==> src/rtl/idma_desc64_ar_arbiter_pkg.sv <==
// Shared desc64 types: AXI AR channel / ID types and the channel-to-ID mapping
// used by the multi-channel descriptor-fetch read path.
package idma_desc64_ar_arbiter_pkg;

    localparam int unsigned IdWidth = 4;

    typedef logic [IdWidth-1:0] desc64_id_t;

    typedef struct packed {
        desc64_id_t  id;
        logic [31:0] addr;
        logic [7:0]  len;
        logic [2:0]  size;
        logic [1:0]  burst;
    } desc64_ar_chan_t;

    // Each channel owns the AXI ID equal to its index.
    function automatic desc64_id_t chan_to_id(input int unsigned idx);
        return desc64_id_t'(idx);
    endfunction

endpackage

==> src/rtl/idma_desc64_ar_arbiter_spill.sv <==
// Two-entry spill register: fully registered valid/data/ready paths, so the
// merged AR channel never changes while it waits for the downstream ready.
module idma_desc64_ar_arbiter_spill #(
    parameter type T = logic
) (
    input  logic clk_i,
    input  logic rst_ni,
    input  logic valid_i,
    output logic ready_o,
    input  T     data_i,
    output logic valid_o,
    input  logic ready_i,
    output T     data_o
);

    T     a_data_q, b_data_q;
    logic a_full_q, b_full_q;
    logic a_fill_s, a_drain_s, b_fill_s, b_drain_s;

    // Entry B always holds the older beat; A moves into B only when B is empty and stalled.
    assign a_fill_s  = valid_i & ready_o;
    assign a_drain_s = a_full_q & ~b_full_q;
    assign b_fill_s  = a_drain_s & ~ready_i;
    assign b_drain_s = b_full_q & ready_i;

    assign ready_o = ~a_full_q | ~b_full_q;
    assign valid_o = a_full_q | b_full_q;
    assign data_o  = b_full_q ? b_data_q : a_data_q;

    // Entry A state and payload.
    always_ff @(posedge clk_i or negedge rst_ni) begin
        if (!rst_ni) begin
            a_full_q <= 1'b0;
            a_data_q <= '0;
        end else begin
            if (a_fill_s) begin
                a_full_q <= 1'b1;
                a_data_q <= data_i;
            end else if (a_drain_s) begin
                a_full_q <= 1'b0;
            end
        end
    end

    // Entry B state and payload.
    always_ff @(posedge clk_i or negedge rst_ni) begin
        if (!rst_ni) begin
            b_full_q <= 1'b0;
            b_data_q <= '0;
        end else begin
            if (b_fill_s) begin
                b_full_q <= 1'b1;
                b_data_q <= a_data_q;
            end else if (b_drain_s) begin
                b_full_q <= 1'b0;
            end
        end
    end

endmodule

==> src/rtl/idma_desc64_ar_arbiter.sv <==
// Round-robin AR arbiter for the multi-channel desc64 frontend: fixed per-channel
// AXI IDs and per-channel outstanding-read limits retired on R last.
module idma_desc64_ar_arbiter
    import idma_desc64_ar_arbiter_pkg::*;
#(
    parameter int unsigned  NumChannels    = 4,
    parameter int unsigned  MaxOutstanding = 4,
    parameter type          axi_ar_chan_t  = desc64_ar_chan_t,
    parameter type          axi_id_t       = desc64_id_t,
    localparam int unsigned CntW           = $clog2(MaxOutstanding + 1)
) (
    input  logic                                  clk_i,
    input  logic                                  rst_ni,
    input  axi_ar_chan_t [NumChannels-1:0]        ar_chan_i,
    input  logic         [NumChannels-1:0]        ar_valid_i,
    output logic         [NumChannels-1:0]        ar_ready_o,
    output axi_id_t      [NumChannels-1:0]        chan_id_o,
    output axi_ar_chan_t                          axi_ar_chan_o,
    output logic                                  axi_ar_valid_o,
    input  logic                                  axi_ar_ready_i,
    input  axi_id_t                               axi_r_id_i,
    input  logic                                  axi_r_last_i,
    input  logic                                  axi_r_valid_i,
    input  logic                                  axi_r_ready_i,
    output logic         [NumChannels-1:0][CntW-1:0] outstanding_o,
    output logic                                  busy_o
);

    localparam int unsigned IdxW = (NumChannels > 1) ? $clog2(NumChannels) : 1;

    typedef logic [IdxW-1:0] chan_idx_t;
    typedef logic [CntW-1:0] cnt_t;

    localparam cnt_t CntMax = cnt_t'(MaxOutstanding);

    chan_idx_t                  rr_ptr_q, rr_ptr_d, grant_idx_s, idx_s;
    cnt_t [NumChannels-1:0]     cnt_q, cnt_d;
    logic [NumChannels-1:0]     eligible_s, inc_s, dec_s;
    logic                       grant_valid_s, stage_ready_s, grant_hs_s, retire_s;
    axi_ar_chan_t               stage_in_s;

    for (genvar i = 0; i < NumChannels; i++) begin : g_chan_id
        assign chan_id_o[i] = axi_id_t'(chan_to_id(i));
    end

    // Eligibility uses the registered counters only.
    always_comb begin
        eligible_s = '0;
        for (int unsigned i = 0; i < NumChannels; i++) begin
            eligible_s[i] = ar_valid_i[i] & (cnt_q[i] < CntMax);
        end
    end

    // First eligible channel at or after the round-robin pointer, with wrap.
    always_comb begin
        grant_valid_s = 1'b0;
        grant_idx_s   = '0;
        idx_s         = '0;
        for (int unsigned k = 0; k < NumChannels; k++) begin
            idx_s = chan_idx_t'((32'(rr_ptr_q) + k) % NumChannels);
            if (!grant_valid_s && eligible_s[idx_s]) begin
                grant_valid_s = 1'b1;
                grant_idx_s   = idx_s;
            end else begin
                grant_valid_s = grant_valid_s;
            end
        end
    end

    assign grant_hs_s = grant_valid_s & stage_ready_s;

    // One-hot upstream ready and the ID-rewritten payload for the output stage.
    always_comb begin
        ar_ready_o    = '0;
        stage_in_s    = ar_chan_i[grant_idx_s];
        stage_in_s.id = axi_id_t'(chan_to_id(32'(grant_idx_s)));
        if (grant_hs_s) begin
            ar_ready_o[grant_idx_s] = 1'b1;
        end else begin
            ar_ready_o = '0;
        end
    end

    // Pointer moves past the winner only on an accepted grant.
    always_comb begin
        rr_ptr_d = rr_ptr_q;
        if (grant_hs_s) begin
            rr_ptr_d = (32'(grant_idx_s) == NumChannels - 1) ? '0 : grant_idx_s + chan_idx_t'(1);
        end else begin
            rr_ptr_d = rr_ptr_q;
        end
    end

    // Retires with an out-of-range ID or against an empty counter are dropped.
    assign retire_s = axi_r_valid_i & axi_r_ready_i & axi_r_last_i
                      & (32'(axi_r_id_i) < NumChannels);

    // Per-channel increment / decrement requests.
    always_comb begin
        inc_s = '0;
        dec_s = '0;
        for (int unsigned i = 0; i < NumChannels; i++) begin
            inc_s[i] = grant_hs_s & (32'(grant_idx_s) == i);
            dec_s[i] = retire_s & (32'(axi_r_id_i) == i) & (cnt_q[i] != '0);
        end
    end

    // Counter next state; simultaneous increment and decrement cancel.
    always_comb begin
        cnt_d = cnt_q;
        for (int unsigned i = 0; i < NumChannels; i++) begin
            if (inc_s[i] && !dec_s[i]) begin
                cnt_d[i] = cnt_q[i] + cnt_t'(1);
            end else if (dec_s[i] && !inc_s[i]) begin
                cnt_d[i] = cnt_q[i] - cnt_t'(1);
            end else begin
                cnt_d[i] = cnt_q[i];
            end
        end
    end

    // Pointer and counter registers.
    always_ff @(posedge clk_i or negedge rst_ni) begin
        if (!rst_ni) begin
            rr_ptr_q <= '0;
            cnt_q    <= '0;
        end else begin
            rr_ptr_q <= rr_ptr_d;
            cnt_q    <= cnt_d;
        end
    end

    idma_desc64_ar_arbiter_spill #(
        .T (axi_ar_chan_t)
    ) i_spill (
        .clk_i   (clk_i),
        .rst_ni  (rst_ni),
        .valid_i (grant_valid_s),
        .ready_o (stage_ready_s),
        .data_i  (stage_in_s),
        .valid_o (axi_ar_valid_o),
        .ready_i (axi_ar_ready_i),
        .data_o  (axi_ar_chan_o)
    );

    assign outstanding_o = cnt_q;
    assign busy_o        = axi_ar_valid_o | (|cnt_q);

endmodule

==> config.mk <==
export PLATFORM = sky130hd
export DESIGN_NAME = idma_desc64_ar_arbiter
export DESIGN_NICKNAME = d
export VERILOG_FILES = /design/src/rtl/idma_desc64_ar_arbiter_pkg.sv /design/src/rtl/idma_desc64_ar_arbiter_spill.sv /design/src/rtl/idma_desc64_ar_arbiter.sv
export SDC_FILE = /design/constraint.sdc
export NUM_CORES = 1
export LEC_CHECK = 0
export CAP_MARGIN = 30
export CORE_MARGIN = 3
export CORE_UTILIZATION = 38
export DETAILED_ROUTE_END_ITERATION = 12
export PLACE_DENSITY = 0.78
export SETUP_SLACK_MARGIN = 0.05
export SLEW_MARGIN = 20
export SYNTH_ARGS = -nofsm -noshare
export SYNTH_HDL_FRONTEND = slang
export SYNTH_SLANG_ARGS = --single-unit
==> constraint.sdc <==
create_clock -name clk_i -period 2.6 [get_ports clk_i]
set_input_delay 0.52 -clock clk_i [delete_from_list [all_inputs] [get_ports clk_i]]
set_output_delay 0.52 -clock clk_i [all_outputs]
set_load 0.02 [all_outputs]
==> summary.txt <==
Synthesis
  • Biggest area contributors in the synthesized netlist: dfrtp_1, mux2_2, mux2i_1
  • Synthesized-area fraction occupied by ao, oa, aoi and oai cells: 0.0755
  • Number of standard cells after synthesis: about 530
  • Seq cells post-synth: between 100 and 150
  • Async S/R FF share, synth: 1.00
  • Largest area contributor in the netlist: dfrtp_1
  • Number of unique standard cell types used by synthesis: 39
  • Mux contribution to synthesized area: 0.314
  • Register area share after synthesis: 0.431
  • Mean area per synthesized cell: roughly 12 sq um
  • Most frequently used flop master after synthesis: dfrtp_1
  • Total standard cell area after synthesis: 0.00638 sq mm
  • Number of flops mapped to enable cells by yosys: 0
  • Simple logic cell fraction of the synthesized area: 0.0663
  • Most numerous cell types in the synthesized netlist: dfrtp_1, mux2_2, mux2i_1, nand2_1, o221ai_1
  • Yosys synthesis warning count: 0
  • Top cell type's share of synthesized area: 0.431
  • Synth Area in XOR/XNOR: 0.0165
  • Synthesized-area fraction occupied by adder cells: 0.0224
  • Main combinational cell family by area after synthesis: multiplexers
  • Most instantiated library cell after synthesis: dfrtp_1

Finish
  • Post-synthesis to final-layout area growth: 52.1%
  • Layout cell share with drive strength beyond 1: 0.239
  • Fill cell instance count of the final layout: around 1300
  • Number of inserted diodes: 0
  • Non-filler instance count after layout: 1018
  • Sequential cell area: 0.00276 sq mm
  • Combined area of the multi-input logic cells: between 0.003 and 0.004 sq mm
  • Number of nets in the layout: around 1000

Clocking
  • Clock network latency to the later pin of the worst-skew pair: between 0.3 and 0.4 ns
  • Number of buffers created by CTS: 9
  • H-tree lvl count: 3
  • Clk pin slew, worst setup/hold paths: 0.07 ns
  • Number of sinks driven by the clock tree: 110
  • CTS tree: built
  • Maximum buffer depth of the clock tree: 2
  • CTS hold repair buffers: 0
  • Clock tree root buffer cell: clkbuf_16

Global routing
  • Initial antenna violation count: 0
  • Number of global-route vias before repair: roughly 5600
  • Pin count of the biggest net entering global routing: 111
  • Busiest layer in global routing: met2
  • GR Layer Usage met2: 0.324
  • Met3 Usage GRT: 0.0479
  • First-pass GRT wire length: approximately 27000 microns
  • Overall track demand over capacity in global routing: 0.181
  • Leftover overflow at the end of global routing: 0
  • Met1 Track Usage GR: 0.212

Timing
  • Worst slew margin: 0.601
  • Unrepaired setup endpoints after global routing: no
  • Endpoints failing setup: 0
  • Max Clock Skew: around 0.013 ns
  • Post-route minimum period: 2.47 ns
  • Post-route setup slack: roughly 0.13 ns
  • Final Max Slew Viols: 0
  • Share of the clock period used by the worst path after layout: 0.950
  • Final Hold Viols: 0
  • Maximum clock frequency: between 400 and 500 MHz
  • Worst-Margin Slew: ~0.6 ns

Place
  • Worst slack at placement: -0.518 ns
  • Cells after DPL: around 990
  • Port Buffer Count: about 260
  • HPWL reported at the end of detailed placement: between 10000 and 15000 microns
  • Gp weighted congestion: between 0.7 and 0.8

Setup path
  • Critical path arrival: just under 2 ns
  • Ordered cell list for the critical path: buf_12 -> mux2_2 -> clkdlybuf4s50_1
  • Crit path capture type: primary output
  • Number of cells on the critical path: 3
  • Delay of the slowest cell on the worst path: around 0.55 ns
  • Critical-path top delay cell: clkdlybuf4s50_1
  • Reg-to-reg slack, setup: about 0.15 ns
  • Buffers & Inverters on Critical Path: 2
  • Crit-path max FO: 21
  • Crit start category: flop
  • Kind of cell adding the most delay to the critical path: buffers and inverters
  • Worst Path Required: 2.08 ns
  • R2R depth: 13
  • Setup Crit Path Kind: reg -> out

Die
  • Initial standard-cell utilization of the core: 0.395
  • DIE HEIGHT: 136 microns
  • Die area: about 0.018 sq mm
  • Placement Rows: 46
  • Die Width: between 100 and 150 microns
  • Number of placed I/O pins: between 200 and 300
  • Std-Cell Core Area: 0.0162 sq mm

Drt
  • Violation count after the first detailed-routing iteration: 190
  • Sum of routed wire length over all layers: between 15000 and 20000 microns
  • Number of routed nets with antenna violations: 0
  • Total via count after detailed routing: slightly above 5000
  • Post-DR wirelength/cell: approximately 16 microns
  • Number of iterations in the first detailed-routing pass: 4
  • Number of remaining DRC errors: 0
  • Number of vias per cell after detailed routing: between 4 and 5

Power and ir drop
  • Max VDD drop: 935 uV
  • Leakage power of the design: around 0.0043 uW
  • Areal power density over the cells: 1120 mW/mm^2

Flow run
  • Count of maximum capacitance violations: 0

Outcome
  • Run status: complete, no violations

Hold path
  • Path class of the lowest-slack min-delay path: in -> async
==> worst register-to-register path, delay by kind of cell, from the launching register on <==
family	cells	cell delay (ns)
AO/OA/AOI/OAI	2	0.47
XOR/XNOR	2	0.30
adder cells (fa/ha/maj)	3	0.62
buffers and inverters	3	0.16
flip-flops	1	0.43
AND/OR/NAND/NOR	3	0.39
==> routing by layer <==
metal	wire, microns	vias up
met5	0	-
met4	218	0
met3	1260	16
met2	8500	170
met1	6540	2428
li1	-	2436
==> per-stage QoR <==
step	instance area [sq um]	setup TNS, ns	hold slack [ns]	util	power (uW)
final	9710	0	0.210	0.600	10900
after global routing	9710	0	0.267	0.600	11600
after CTS	9640	0	0.257	0.596	10900
after detailed placement	9240	-19.53	0.490	0.571	9270
after global placement	9240	-14.56	0.479	0.571	9060
after floorplan	6580	-0.583	0.224	-	7340
==> sequential cells by signal (all words and copies together), names as in the netlist <==
| name | cells |
|---|---|
| i_spill.b_data_q | 47 |
| rr_ptr_q | 2 |
| i_spill.a_full_q | 1 |
| outstanding_o | 12 |
| i_spill.a_data_q | 47 |
| i_spill.b_full_q | 1 |
==> logic make-up (layout without fill, tap and decap cells) <==
logic type,Yosys count,after routing
muxes,188,188
DFF,110,110
and+or+nand+nor,90,90
buffers and inverters,63,320
AOI/OAI and AO/OA,55,55
xor gates and xnor gates,12,12
adders and majority gates,9,9
other,2,18
==> power breakdown <==
group	leakage, uW	internal, uW	switching, uW
Sequential	0.00134	2570	583
Combinational	0.00283	3270	2950
Clock	0.000160	875	620
Total	0.00433	6710	4150
==> cell usage in the layout (no fill, tap or decap), types with 5 or more instances in the layout <==
cell type          n
inv_1              5
mux2_2            98
conb_1            18
dfrtp_1          106
clkbuf_16          9
o221ai_1          45
ha_4               5
buf_6              7
nor2_1            10
nand2_1           53
mux2i_1           90
xor2_1             8
buf_4             30
clkdlybuf4s50_1  248
==> layout make-up <==
class	instances	share of cell area
flip-flops and latches	110	0.284
clock buffers	11	0.0250
multi-input cells	372	0.350
clock inverters	5	0.00851
repair buffers	295	0.300
well taps	216	0.0278
inverters	9	0.00425
==> path summary, 6_finish.rpt <==
path | from | end
min in group clk_i | i_spill.a_data_q[46] | i_spill.a_data_q[46]
min | rst_ni | i_spill.a_data_q[15]
max in group asynchronous | rst_ni | i_spill.b_full_q
min reg2reg | i_spill.a_data_q[46] | i_spill.a_data_q[46]
max | i_spill.b_full_q | axi_ar_chan_o[44]
max reg2reg | outstanding_o[11] | outstanding_o[11]
==> timing repair <==
action | CTS | global route
resized for setup | 27 | 12
pin swaps | 8 | 9
setup buffers | 8 | 2
hold endpoints to repair | 0 | 0
setup endpoints to repair | 68 | 35
Note: power is estimated with default switching activity, not from simulation.
